`src/rtl/lo_pkg.sv`:
```
// Shared constants, FSM state type and one-hot helper for the button conditioner.
package lo_pkg;

  localparam int NUM_BUTTONS         = 9;
  localparam int DEBOUNCE_CYCLES_DEF = 16;

  typedef enum logic {
    IDLE = 1'b0,
    HELD = 1'b1
  } lo_state_e;

  function automatic logic is_onehot(input logic [NUM_BUTTONS-1:0] v);
    return (v != '0) && ((v & (v - NUM_BUTTONS'(1))) == '0);
  endfunction

endpackage

```
`src/rtl/lo_debounce.sv`:
```
// One button bit: 2-flop synchronizer followed by a stable-count debouncer.
module lo_debounce
  import lo_pkg::*;
#(
  parameter int DEBOUNCE_CYCLES = DEBOUNCE_CYCLES_DEF,
  parameter int CNT_W           = 16
)(
  input  logic clk,
  input  logic rst_n,
  input  logic i_ena,
  input  logic i_raw,
  output logic o_deb
);

  localparam logic [CNT_W-1:0] LIMIT = CNT_W'(DEBOUNCE_CYCLES - 1);

  logic [1:0]       r_sync;
  logic [CNT_W-1:0] r_cnt;
  logic             r_deb;

  always_ff @(posedge clk or negedge rst_n) begin
    if (!rst_n) begin
      r_sync <= '0;
      r_cnt  <= '0;
      r_deb  <= 1'b0;
    end else if (!i_ena) begin
      r_sync <= '0;
      r_cnt  <= '0;
      r_deb  <= 1'b0;
    end else begin
      r_sync <= {r_sync[0], i_raw};
      // Any sample that agrees with the debounced level restarts the count.
      if (r_sync[1] != r_deb) begin
        if (r_cnt == LIMIT) begin
          r_deb <= r_sync[1];
          r_cnt <= '0;
        end else begin
          r_cnt <= r_cnt + 1'b1;
        end
      end else begin
        r_cnt <= '0;
      end
    end
  end

  assign o_deb = r_deb;

endmodule

```
`src/rtl/lo_button_conditioner.sv`:
```
// Debounces 9 buttons and emits a single-cycle one-hot move per press; multi-button presses are rejected.
// Optional accepted-move counter enabled by defining LO_MOVE_COUNT_EN.
module lo_button_conditioner
  import lo_pkg::*;
#(
  parameter int DEBOUNCE_CYCLES = DEBOUNCE_CYCLES_DEF,
  parameter int CNT_W           = 16
)(
  input  logic                   clk,
  input  logic                   rst_n,
  input  logic                   ena,
  input  logic [NUM_BUTTONS-1:0] btn_raw,
  output logic [NUM_BUTTONS-1:0] press_onehot,
  output logic                   press_valid,
  output logic                   rejected
`ifdef LO_MOVE_COUNT_EN
  ,
  output logic [7:0]             move_count
`endif
);

  logic [NUM_BUTTONS-1:0] w_deb;
  lo_state_e              r_state;
  lo_state_e              w_state_nxt;
  logic [NUM_BUTTONS-1:0] w_press_nxt;
  logic                   w_rej_nxt;
  logic [NUM_BUTTONS-1:0] r_press;
  logic                   r_valid;
  logic                   r_rej;

  lo_debounce #(
    .DEBOUNCE_CYCLES(DEBOUNCE_CYCLES),
    .CNT_W          (CNT_W)
  ) u_deb [NUM_BUTTONS-1:0] (
    .clk   (clk),
    .rst_n (rst_n),
    .i_ena (ena),
    .i_raw (btn_raw),
    .o_deb (w_deb)
  );

  always_ff @(posedge clk or negedge rst_n) begin
    if (!rst_n)    r_state <= IDLE;
    else if (!ena) r_state <= IDLE;
    else           r_state <= w_state_nxt;
  end

  always_comb begin
    w_state_nxt = r_state;
    case (r_state)
      IDLE:    if (w_deb != '0) w_state_nxt = HELD;
      HELD:    if (w_deb == '0) w_state_nxt = IDLE;
      default: w_state_nxt = IDLE;
    endcase
  end

  // Only the IDLE->HELD transition can fire; presses added while HELD are ignored.
  always_comb begin
    w_press_nxt = '0;
    w_rej_nxt   = 1'b0;
    if (r_state == IDLE && w_deb != '0) begin
      if (is_onehot(w_deb)) w_press_nxt = w_deb;
      else                  w_rej_nxt   = 1'b1;
    end
  end

  always_ff @(posedge clk or negedge rst_n) begin
    if (!rst_n) begin
      r_press <= '0;
      r_valid <= 1'b0;
      r_rej   <= 1'b0;
    end else if (!ena) begin
      r_press <= '0;
      r_valid <= 1'b0;
      r_rej   <= 1'b0;
    end else begin
      r_press <= w_press_nxt;
      r_valid <= |w_press_nxt;
      r_rej   <= w_rej_nxt;
    end
  end

  assign press_onehot = r_press;
  assign press_valid  = r_valid;
  assign rejected     = r_rej;

`ifdef LO_MOVE_COUNT_EN
  logic [7:0] r_move_cnt;

  always_ff @(posedge clk or negedge rst_n) begin
    if (!rst_n)              r_move_cnt <= '0;
    else if (!ena)           r_move_cnt <= '0;
    else if (|w_press_nxt)   r_move_cnt <= r_move_cnt + 8'd1;
  end

  assign move_count = r_move_cnt;
`endif

endmodule

```
`config.mk`:
```
export PLATFORM = sky130hd
export DESIGN_NAME = lo_button_conditioner
export DESIGN_NICKNAME = d
export VERILOG_FILES = /design/src/rtl/lo_pkg.sv /design/src/rtl/lo_debounce.sv /design/src/rtl/lo_button_conditioner.sv
export SDC_FILE = /design/constraint.sdc
export NUM_CORES = 1
export LEC_CHECK = 0
export CAP_MARGIN = 25
export CORE_MARGIN = 10
export CORE_UTILIZATION = 55
export DETAILED_ROUTE_END_ITERATION = 8
export GPL_TIMING_DRIVEN = 0
export MAX_ROUTING_LAYER = met4
export PLACE_DENSITY = 0.81
export SLEW_MARGIN = 20
export SYNTH_ARGS = -nofsm -noshare
export SYNTH_HDL_FRONTEND = slang
export SYNTH_SLANG_ARGS = --single-unit
```
`constraint.sdc`:
```
create_clock -name clk -period 2.1 [get_ports clk]
set_input_delay 0.63 -clock clk [delete_from_list [all_inputs] [get_ports clk]]
set_output_delay 0.63 -clock clk [all_outputs]
set_load 0.02 [all_outputs]
```
# After elaboration in Yosys (flattened, before gate mapping)
# Index checks and enable logic that the tools add are counted.
# totals
regBits	183
in_bits	12
wordCells	168
# op_classes
n_addsub	10
n_eq_ne	36
n_mux	74
bitwise	2
n_reduce_logical	15
# op_table
operator	n
16-bit two-way mux	27
16-bit by 1-bit adder with 16-bit output, second input constant	9
16-bit by 4-bit == test with 1-bit output, second input constant	9
2-bit by 1-bit != test with 1-bit output, second input constant	18
1-bit two-way mux	34
9-bit two-way mux	3
9-bit zero test	2
2-bit two-way mux	9
2-bit AND reduction	9
9-bit bitwise AND	1
1-bit != test	9
9-bit nonzero test	1
9-bit OR reduction	1
9-bit by 1-bit subtractor with 9-bit output, second input constant	1
1-bit logical AND	2
1-bit case mux with 2 select lines	1
1-bit NOT	1

# Depth between registers and ports, before layout
# depth
depth_word	8
depth_mapped	6

# Hierarchy
# Synthesis repeated with hierarchy kept, for this count alone.
# unflattened
cells_unflattened	840
area_unflattened_um2	9168.8
# by_module_without_submodules
module	n_inst	cells_each	area_each_um2	seq_area_each_um2
lo_debounce	9	89	957.2	475.5
lo_button_conditioner	1	39	554.3	300.3

# Least setup slack after synthesis
# Ideal clock, no wire load.
# synth_timing
kind	reg2reg
from	register u_deb[2].r_deb
to	register r_press[0] (netlist: press_onehot[0])
setup_ns	0.067
t_arrival_ns	1.876
required_ns	2.033
path_slack_ns	0.156
path_stages_with_launch	7
n_path_buf	1
period_less_slack_ns	1.944
cell_sequence	dfrtp_1 -> buf_6 -> or4_1 -> a2111oi_0 -> nor2_1 -> a22oi_2 -> and3_1
# synth_via
elab_chain_len	7
elab_cells_between_ends	9
cone_classes	1 x add/sub; 3 x mux; 1 x bitwise; 4 x reduce/logical
# synth_lines
element	line	rtl
start: declaration	lo_debounce.sv:19	logic r_deb;
start signal: assignment	lo_debounce.sv:35	r_deb <= r_sync[1];
9-bit by 1-bit subtractor with 9-bit output	lo_pkg.sv:13	return (v != '0) && ((v & (v - NUM_BUTTONS'(1))) == '0);
9-bit bitwise AND	lo_pkg.sv:13	
9-bit zero test	lo_pkg.sv:13	
1-bit logical AND	lo_pkg.sv:13	
9-bit two-way mux	lo_button_conditioner.sv:62	if (is_onehot(w_deb)) w_press_nxt = w_deb;
9-bit two-way mux *	lo_button_conditioner.sv:61	if (r_state == IDLE && w_deb != '0) begin
9-bit two-way mux *	lo_button_conditioner.sv:72	end else if (!ena) begin
end signal: assignment	lo_button_conditioner.sv:77	r_press <= w_press_nxt;
end: declaration	lo_button_conditioner.sv:27	logic [NUM_BUTTONS-1:0] r_press;
# Mark *: on every way between the ends. The rest lies on a longest branch, timed or not.
# A chain may end at the register's enable or synchronous reset.

# Final worst setup path
# layout_timing
from	input ena
to	register u_deb[7].r_cnt[2]
# layout_via
elab_chain_len	1
# layout_lines
element	line	rtl
start: declaration	lo_button_conditioner.sv:11	input logic ena,
16-bit two-way mux	lo_debounce.sv:26	end else if (!i_ena) begin
end signal: assignment	lo_debounce.sv:38	r_cnt <= r_cnt + 1'b1;
end: declaration	lo_debounce.sv:18	logic [CNT_W-1:0] r_cnt;
# Every way passes these cells.

==> impl_metrics.py <==
metrics = {
    "status": {
        "status": "finished clean",
    },
    "route": {
        "drtAntennaViolNets": 0,
        "wl_per_cell_um": 15.02,
        "wl_met3_um": 613,
        "dr_wl_met2_mm": 7.748,
        "vias": 5788,
        "wirelength_mm": 15.81,
        "dr.pass1.iters": 5,
        "drtIter0Drc": 344,
        "via_per_inst": 5.502,
        "wl_met1_mm": 7.111,
        "top_layer": "met4",
        "drc_errors": 0,
    },
    "synthesis": {
        "synthFlopType": "dfrtp_1",
        "synth_top_area_share_pct": 55.03,
        "synth_cell_types": 31,
        "synthTopCellsByCount": "dfrtp_1 (183), nor2_1 (146), xor2_1 (84), nand3_1 (52), xnor2_1 (42)",
        "async_reset_ff_share_pct": 100.0,
        "post-synth-top-area-cell": "dfrtp_1",
        "ys_seq_area_share_pct": 55.03,
        "ys_ff_latch": 183,
        "syn_nets": 834,
        "ys_warn_count": 0,
        "syn_inst": 813,
        "synth_edf_count": 0,
        "synth.avg_cell_area_um2": 10.24,
        "yosysMostFrequentCell": "dfrtp_1",
        "synth_area_leaders": "dfrtp_1 (55%), xor2_1 (8.8%), nor2_1 (6.6%)",
        "synth_area_um2": 8322,
    },
    "sta": {
        "fin_crit_sh_pct": 96.69,
        "fmax_mhz": 492.5,
        "setup_tns_ns": 0,
        "slew-limit-headroom_pct": 59.82,
        "report.final.slew_viol_count": 0,
        "rsz0062_at_grt": "false",
        "setup_viol": 0,
        "finalCriticalPeriod_ns": 2.030,
        "hold_ws_ns": 0.07115,
        "finalHoldViolCount": 0,
        "fin_skew_ns": 0.01485,
        "timing.final.ws_setup_ns": 0.06952,
        "worst_slew_pin_slew_ns": 0.6009,
    },
    "place": {
        "portBuffers": 22,
        "dp_hpwl_mm": 10.20,
        "placedCellCount": 1021,
        "place_area_um2": 8832,
        "dpl_worst_slack_ns": -0.7472,
        "gp_congestion": 0.8544,
    },
    "cts": {
        "cts_tree": "yes",
        "clockBufferDepth": 2,
        "clkLatencyLatePin_ns": 0.44,
        "cts_inserted_buffers": 17,
        "clk_pin_slew_worst_paths_ns": 0.06,
        "clock-root-buffer": "clkbuf_16",
        "htreeDepth": 4,
        "numClockSinks": 183,
    },
    "worst_setup_path": {
        "worstSetupPathType": "in2reg",
        "end_kind": "register",
        "crit_arrival_ns": 2.40,
        "slowest_stage": "clkdlybuf4s50_1",
        "cp-start-kind": "primary input",
        "crit_required_ns": 2.47,
        "path_common_cell": "clkbuf_2",
        "critical_path.cell_chain": "clkdlybuf4s50_1, clkbuf_2, clkbuf_2, clkbuf_1, and3_1",
        "crit_family": "buffers and inverters",
        "cpPeakStageDelay_ns": 0.51,
        "path_max_fanout": 10,
        "cp_num_buf_inv": 4,
    },
    "floorplanning": {
        "fp.dieH_um": 143.0,
        "initial_core_util_pct": 56.61,
        "coreArea_um2": 14700,
        "boundaryPins": 23,
        "dieArea_um2": 20450,
        "num_rows": 44,
        "die_w_um": 143.0,
    },
    "grt": {
        "grt_max_degree": 75,
        "antenna_found_initial": 0,
        "grt_pass1_wl_mm": 27.23,
        "grt_pass1_vias": 5846,
        "grt-ovfl-total": 0,
        "grtUsageTotal_pct": 16.87,
    },
    "layout": {
        "layoutNonFillerInstCount": 1052,
        "nets": 876,
        "area_growth_pct": 14.01,
        "seqCellArea_um2": 4582,
        "fill_cells": 1098,
        "multi_input_area_um2": 3631,
        "postLayoutCellArea_um2": 9488,
        "final_core_util_pct": 64.55,
        "layout-drive-gt1-share_pct": 5.760,
        "antenna_cells": 0,
    },
    "pwr": {
        "swShare_pct": 21.45,
        "ir_worst_vdd_mv": 0.6256,
        "pwr-share-clk_pct": 45.8,
        "p_int_mw": 5.410,
        "p_switching_mw": 1.477,
        "p_total_mw": 6.888,
        "pwr_density_cell_nw_per_um2": 725.9,
        "seqPwrFrac_pct": 51.6,
        "p_leak_nw": 4.244,
        "p_comb_share_pct": 2.5,
    },
    "hold_path": {
        "hold_class": "in2async",
    },
    "job": {
        "drv_cap": 0,
    },
}
-- state kept, by name (all words and copies together), names as in the netlist --
signal / count
press_onehot: 9
press_valid: 1
r_state: 1
rejected: 1
u_deb.o_deb: 9
u_deb.r_cnt: 144
u_deb.r_sync: 18
-- power by group through the flow --
stage / registers (mW) / clock network [mW] / logic, mW
global placement: 3.62 / 0 / 0.163
CTS: 3.56 / 3.22 / 0.181
detailed placement: 3.62 / 0 / 0.180
global route: 3.56 / 3.36 / 0.199
finish: 3.56 / 3.16 / 0.173
floorplan: 3.62 / 0 / 0.0518
-- cell usage in the layout, fill, tap and decap left out, types with 11 or more instances in the layout --
| cell | count |
|---|---|
| nor4_1 | 32 |
| nor3_1 | 11 |
| inv_1 | 19 |
| and4_1 | 15 |
| nand4_1 | 35 |
| nand2_1 | 39 |
| and3_1 | 38 |
| clkbuf_16 | 17 |
| nand3_1 | 52 |
| xnor2_1 | 42 |
| or3_1 | 11 |
| xor2_1 | 84 |
| and2_1 | 20 |
| dfrtp_1 | 181 |
| o21ai_0 | 11 |
| clkdlybuf4s50_1 | 20 |
| clkbuf_1 | 16 |
| nor2_1 | 145 |
-- worst reg2reg max path, delay by kind of cell, from the launching register on --
| family | cells | cell delay (ns) |
|---|---|---|
| simple gates | 3 | 0.88 |
| flops | 1 | 0.47 |
| compound gates | 2 | 0.41 |
| buf+inv | 1 | 0.16 |
-- repair_timing --
item | CTS | global route
hold buffers | 0 | 0
endpoints found under the setup margin | 105 | 44
setup buffers | 3 | 0
pin swaps | 3 | 3
gates resized for setup | 11 | 8
-- routing by layer --
layer / track usage [%] / up-vias
li1: - / 2870
met3: 4.743 / 24
met1: 20.49 / 2811
met4: 5.646 / 0
met2: 26.70 / 83
met5: - / -
-- kinds of logic after synthesis --
logic type / Yosys count / share of synthesized area [%]
AND/OR/NAND/NOR: 414 / 25.08
flip-flops: 183 / 55.03
XOR/XNOR: 126 / 13.26
buffers and inverters: 42 / 2.000
AO/OA/AOI/OAI: 29 / 2.075
adder cells (fa/ha/maj): 10 / 1.473
multiplexers: 9 / 1.083
-- area by class of cell --
type | count | area share, %
multi-input combinational | 588 | 38.27
buffer | 19 | 0.8836
clock buffer | 21 | 4.853
timing repair buffer | 27 | 3.218
tap | 184 | 2.426
clock inverter | 11 | 1.306
sequential | 183 | 48.29
inverter | 19 | 0.7517
-- final timing paths --
kind,from,endpoint,slack (ns),cells past startpoint
worst max-delay path,ena,u_deb[7].r_cnt[2]$_DFF_PN0_,0.07,5
worst min-delay path,rst_n,u_deb[4].r_cnt[12]$_DFF_PN0_,0.07,1
worst max register to register,u_deb[3].o_deb$_DFFE_PN0P_,press_onehot[0]$_DFF_PN0_,0.11,6
worst min register to register,u_deb[0].r_sync[0]$_DFF_PN0_,u_deb[0].r_sync[1]$_DFF_PN0_,0.45,1
max in group asynchronous,rst_n,u_deb[1].o_deb$_DFFE_PN0P_,1.37,2
min in group clk,u_deb[0].r_sync[0]$_DFF_PN0_,u_deb[0].r_sync[1]$_DFF_PN0_,0.45,1
No activity file was read; power rests on OpenSTA's default activity.
==> RTL change 1: new RTL, same flow settings <==
Put one more register stage on the output `press_onehot`. The value now appears one clock later. The other outputs are not delayed to match.
--- a/src/rtl/lo_button_conditioner.sv
+++ b/src/rtl/lo_button_conditioner.sv
@@ -81,5 +81,7 @@
   end
 
-  assign press_onehot = r_press;
+  always_ff @(posedge clk) begin
+    press_onehot <= r_press;
+  end
   assign press_valid  = r_valid;
   assign rejected     = r_rej;
Formal check against the unedited RTL: same outputs for any inputs over 10 cycles, from zero or initial values and one cycle with rst_n low; that may be too few to reach the edited logic, so the function may still have changed.
==> RTL change 1 against the unedited design <==
Total power grew 4.4%; critical path depth increased by 2; global-route usage decreased by 0.45 points; sequential cell count up 9; routed wire length fell by 2.4%; worst hold slack improved by 0.12 ns; cell area up 2.1%; synthesized area increased by 2.2%; worst setup slack improved by 0.0029 ns; maximum frequency increased by 0.14%; sequential share of layout area up 0.84 points; critical path type is now reg -> reg; highest routed layer unchanged.
==> RTL change 1: results (changes against the unedited design) <==
Outcome
  • Status: completed

Drt
  • Via density: 5.50 (about the same)
  • Metal2 WL: 7600 µm (-1.9%)
  • Routed wire length: 15400 µm (-2.4%)
  • Drt pass-1 iters: 4 (-1)
  • Initial drt markers: 355 (+3.2%)
  • WL met3: 444 µm (-28%)
  • M1 WL: 7130 µm (+0.23%)

GRT
  • Total GRT Usage: 16.4% (-0.45 points)
  • Met3 usage: 3.87% (-0.87 points)
  • Grt met2 use: 26.3% (-0.44 points)
  • Vias in the first global route: 5779 (-1.1%)
  • Largest net degree at the start of global routing: 97 (+29%)
  • First-pass GRT wire length: 26900 µm (-1.1%)
  • Met1 track demand over resource: 20.1% (-0.36 points)

Clocking
  • Post_cts resized: 7 (-4)
  • Post-CTS Setup Inserts: 2 (-1)

Finish
  • Fin cells: 1066 (+1.3%)
  • Share of cells above drive strength 1: 6.04% (+0.28 points)
  • Filler cells: 1174 (+6.9%)
  • # nets final: 886 (+1.1%)

Synthesis
  • Synth Net Count: 843 (+1.1%)
  • Synth top area cells: dfrtp_1, xor2_1, nor2_1
  • Sequential fraction of the synthesis area: 56.0% (+0.95 points)
  • Async S/R FF share, synth: 95.3% (-4.7 points)
  • Syn avg cell area: 10.3 µm² (+1.0%)
  • Cell variety after synth: 32 (+3.2%)

Setup path
  • Worst Setup EP: r_press[2]
  • Slowest CP cell: or4_4
  • R2r worst-path depth: 7 (+1)
  • Setup slack, reg-to-reg: 0.07 ns (-0.04 ns)
  • Critical Path Source: u_deb[2].o_deb
  • Worst path top cell family by delay: simple AND/OR/NAND/NOR gates
  • Worst stage delay on the critical path: 0.55 ns (+0.04 ns)
  • Crit path max fanout: 9 (-1)

Power
  • Leak: 4.34 nW (+2.1%)
  • Worst IR drop on VDD: 0.617 mV (-1.4%)
  • Net Sw Frac: 20.8% (-0.67 points)
  • Sequential cell power: 3.73 mW (+5%)
  • NetSw: 1.49 mW (+1.2%)
  • Total combinational power: 165 µW (-5%)

STA
  • Min Hold Slack: 0.187 ns (+0.116 ns)
  • Max_slew headroom: 56.6% (-3.2 points)
  • Final worst slack: 0.0724 ns (+0.00292 ns)
  • Clock Skew: 0.00888 ns (-0.00597 ns)

Place
  • Routability cong.: 0.845 (-1.1%)
  • DP Area: 0.00899 mm² (+1.8%)
  • Post-placement cell count: 1033 (+1.2%)
  • Place WS: -0.594 ns (+0.154 ns)
  • DPL Wire Length: 10200 µm (-0.14%)
RTL change 1: cell count changes in the layout (fill, tap and decap cells not counted), sizes merged:
cell,unedited run,this run
dfxtp,0,9
clkbuf,39,38
dlymetal6s2s,1,0
clkinvlp,6,2
clkinv,2,7
clkdlybuf4s50,20,21
bufinv,2,3
RTL change 1: layout make-up:
type	instances	area (µm²)	share of cell area, %
sequential	192	4760	49.1
multi-input combinational	588	3630	37.5
clock buffer	19	453	4.68
timing repair buffer	27	287	2.96
tap	188	235	2.43
clock inverter	13	160	1.65
buffer	20	91.3	0.943
inverter	19	71.3	0.736
RTL change 1: kinds of logic (layout without fill, tap and decap cells):
logic type	Yosys count	in the layout	synth area share, %
simple gates	414	414	24.5
flops	192	192	56.0
xor+xnor	126	126	13.0
buf+inv	42	98	1.96
compound gates	29	29	2.03
fa+ha+maj	10	10	1.44
mux	9	9	1.06
==> RTL change 2: new RTL, same flow settings <==
Without the edit above. Add a define of `LO_MOVE_COUNT_EN`.
--- a/src/rtl/lo_button_conditioner.sv
+++ b/src/rtl/lo_button_conditioner.sv
@@ -1,4 +1,6 @@
 // Debounces 9 buttons and emits a single-cycle one-hot move per press; multi-button presses are rejected.
 // Optional accepted-move counter enabled by defining LO_MOVE_COUNT_EN.
+`define LO_MOVE_COUNT_EN
+
 module lo_button_conditioner
   import lo_pkg::*;
Behaviour (old outputs only; new: move_count): unchanged (equiv_simple and equiv_induct, registers matched by name and starting in step).
==> RTL change 2 against the unedited design <==
The run now ends with negative setup slack left; worst setup slack worse by 0.29 ns; synthesized area is 5.3% higher; combinational power is 2% lower; sequential cell count is 8 higher; utilization hardly changed; routed wire length is 7.2% higher; cell area is 7.3% higher; total power is 2.1% higher; largest cell class unchanged; largest power group unchanged; highest routed layer unchanged.
==> RTL change 2: results (changes against the unedited design) <==
Setup path
  • Data arrival time of the critical path: 2.67 ns (+0.27 ns)
  • Crit path max fanout: 5 (-5)
  • R2r worst-path depth: 7 (+1)

Synthesis
  • Number of synthesis warnings: 0 (unchanged)
  • Async S/R FF share, synth: 100% (unchanged)
  • Sequential fraction of the synthesis area: 54.6% (-0.47 points)
  • Syn avg cell area: 10.3 µm² (+1.0%)
  • Fraction of the mapped netlist area in compound gates: 1.51% (-0.56 points)
  • Mux contribution to synthesized area: 1.37% (+0.29 points)
  • Synth Area in Adders: 1.43% (-0.045 points)
  • Synth Net Count: 869 (+4.2%)
  • Cell variety after synth: 33 (+6.5%)
  • Synth top area cells: dfrtp_1, xor2_1, nor2_1
  • Post-Synth XOR/XNOR Area: 13.5% (+0.24 points)
  • Synth cell count leaders: dfrtp_1, nor2_1, xor2_1, xnor2_1, nand4_1

Min path
  • HP Class: in -> async

Finish
  • Largest registers: u_deb.r_cnt x144, u_deb.r_sync x18
  • # nets final: 933 (+6.5%)
  • Share of cells above drive strength 1: 9.12% (+3.4 points)
  • Fin cells: 1137 (+8.1%)
  • Ant. Diodes: 0 (unchanged)

GRT
  • Largest net degree at the start of global routing: 99 (+32%)
  • First-pass GRT wire length: 29600 µm (+8.8%)
  • Vias in the first global route: 6170 (+5.5%)
  • Antenna violations before repair: 0 (unchanged)
  • Total GRT Usage: 17.0% (+0.085 points)

Place
  • Place WS: -0.495 ns (+0.252 ns)
  • Routability cong.: 0.873 (+2.2%)
  • DP Area: 0.00937 mm² (+6.1%)
  • Post-placement cell count: 1093 (+7.1%)
  • DPL Wire Length: 10900 µm (+6.9%)
  • Buffers on Ports: 29 (+32%)

STA
  • Final worst slack: -0.222 ns (-0.291 ns)
  • Final setup viols: 19 (+19)
  • Slew @ Worst Pin: 0.706 ns (+0.105 ns)
  • Min Hold Slack: 0.244 ns (+0.173 ns)
  • Clock Skew: 0.00746 ns (-0.00738 ns)
  • Setup TNS: -3.09 ns (-3.09 ns)

Outcome
  • Status: finished with violations
  • Violated checks: negative setup slack

Clocking
  • Clock-pin slew on the worst setup and hold paths: 0.07 ns
  • H-Tree Depth: 4 (unchanged)
  • Cts hold-fix bufs: 0 (unchanged)
  • Root Buffer: clkbuf_16
  • Clock insertion delay at the later pin of the skew report: 0.43 ns
  • Clock buffer depth: 2 (unchanged)
  • Num CTS Buffers: 17 (unchanged)

Drt
  • Routed WL per cell: 14.9 µm (-0.77%)
  • Initial drt markers: 279 (-19%)
  • Drt pass-1 iters: 5 (unchanged)
  • Via density: 5.42 (-1.5%)

Power
  • Worst IR drop on VDD: 0.690 mV (+10%)
  • Leak: 4.53 nW (+6.7%)

Flow run
  • Max Cap Viol: 0 (unchanged)
==> RTL change 2: layer usage <==
layer	wire (µm)	vias up	global-route usage [%]
li1	-	3032	-
met1	7940	3038	22.1
met2	8300	85	26.4
met3	585	8	3.89
met4	127	0	4.20
met5	0	-	-
==> RTL change 2: where the power goes <==
group	switching, mW	internal [mW]
Combinational	0.126	0.0431
Clock	1.29	1.86
Sequential	0.0134	3.70
==> RTL change 2: path summary, 6_finish.rpt <==
path,start,end
worst max-delay path,u_deb[1].o_deb,move_count[6]
worst min-delay path,rst_n,u_deb[4].r_cnt[11]
worst max register to register,u_deb[1].o_deb,move_count[6]
worst min register to register,u_deb[7].r_sync[0],u_deb[7].r_sync[1]
max in group asynchronous,rst_n,u_deb[1].o_deb
min in group clk,u_deb[7].r_sync[0],u_deb[7].r_sync[1]
==> RTL change 2: cells by family after synthesis <==
logic type	count (synthesis)
compound gates	16
xor+xnor	135
fa+ha+maj	10
buf+inv	45
flops	191
mux	12
simple gates	438
==> RTL change 2: critical path: stages (launching register included) <==
cell      delay [ns]
dfrtp_2         0.44
or4_4           0.59
buf_6           0.15
o21ai_2         0.13
o211ai_1        0.13
buf_4           0.18
or4_4           0.48
a21oi_2         0.14
==> RTL change 2: area by class of cell <==
cell class | count | area [µm²]
repair buffers | 45 | 434
clock buffers | 24 | 492
plain buffers | 17 | 76.3
multi-input cells | 611 | 3930
well taps | 216 | 270
flip-flops and latches | 191 | 4790
inverters | 28 | 105
fillers | 1239 | 5590
clock inverters | 5 | 81.3
==> RTL change 2: timing repair <==
item | in CTS | in global routing
cloned | 1 | 0
endpoints found under the setup margin | 27 | 24
resized for setup | 27 | 20
pin swaps | 10 | 11
setup buffers | 11 | 3
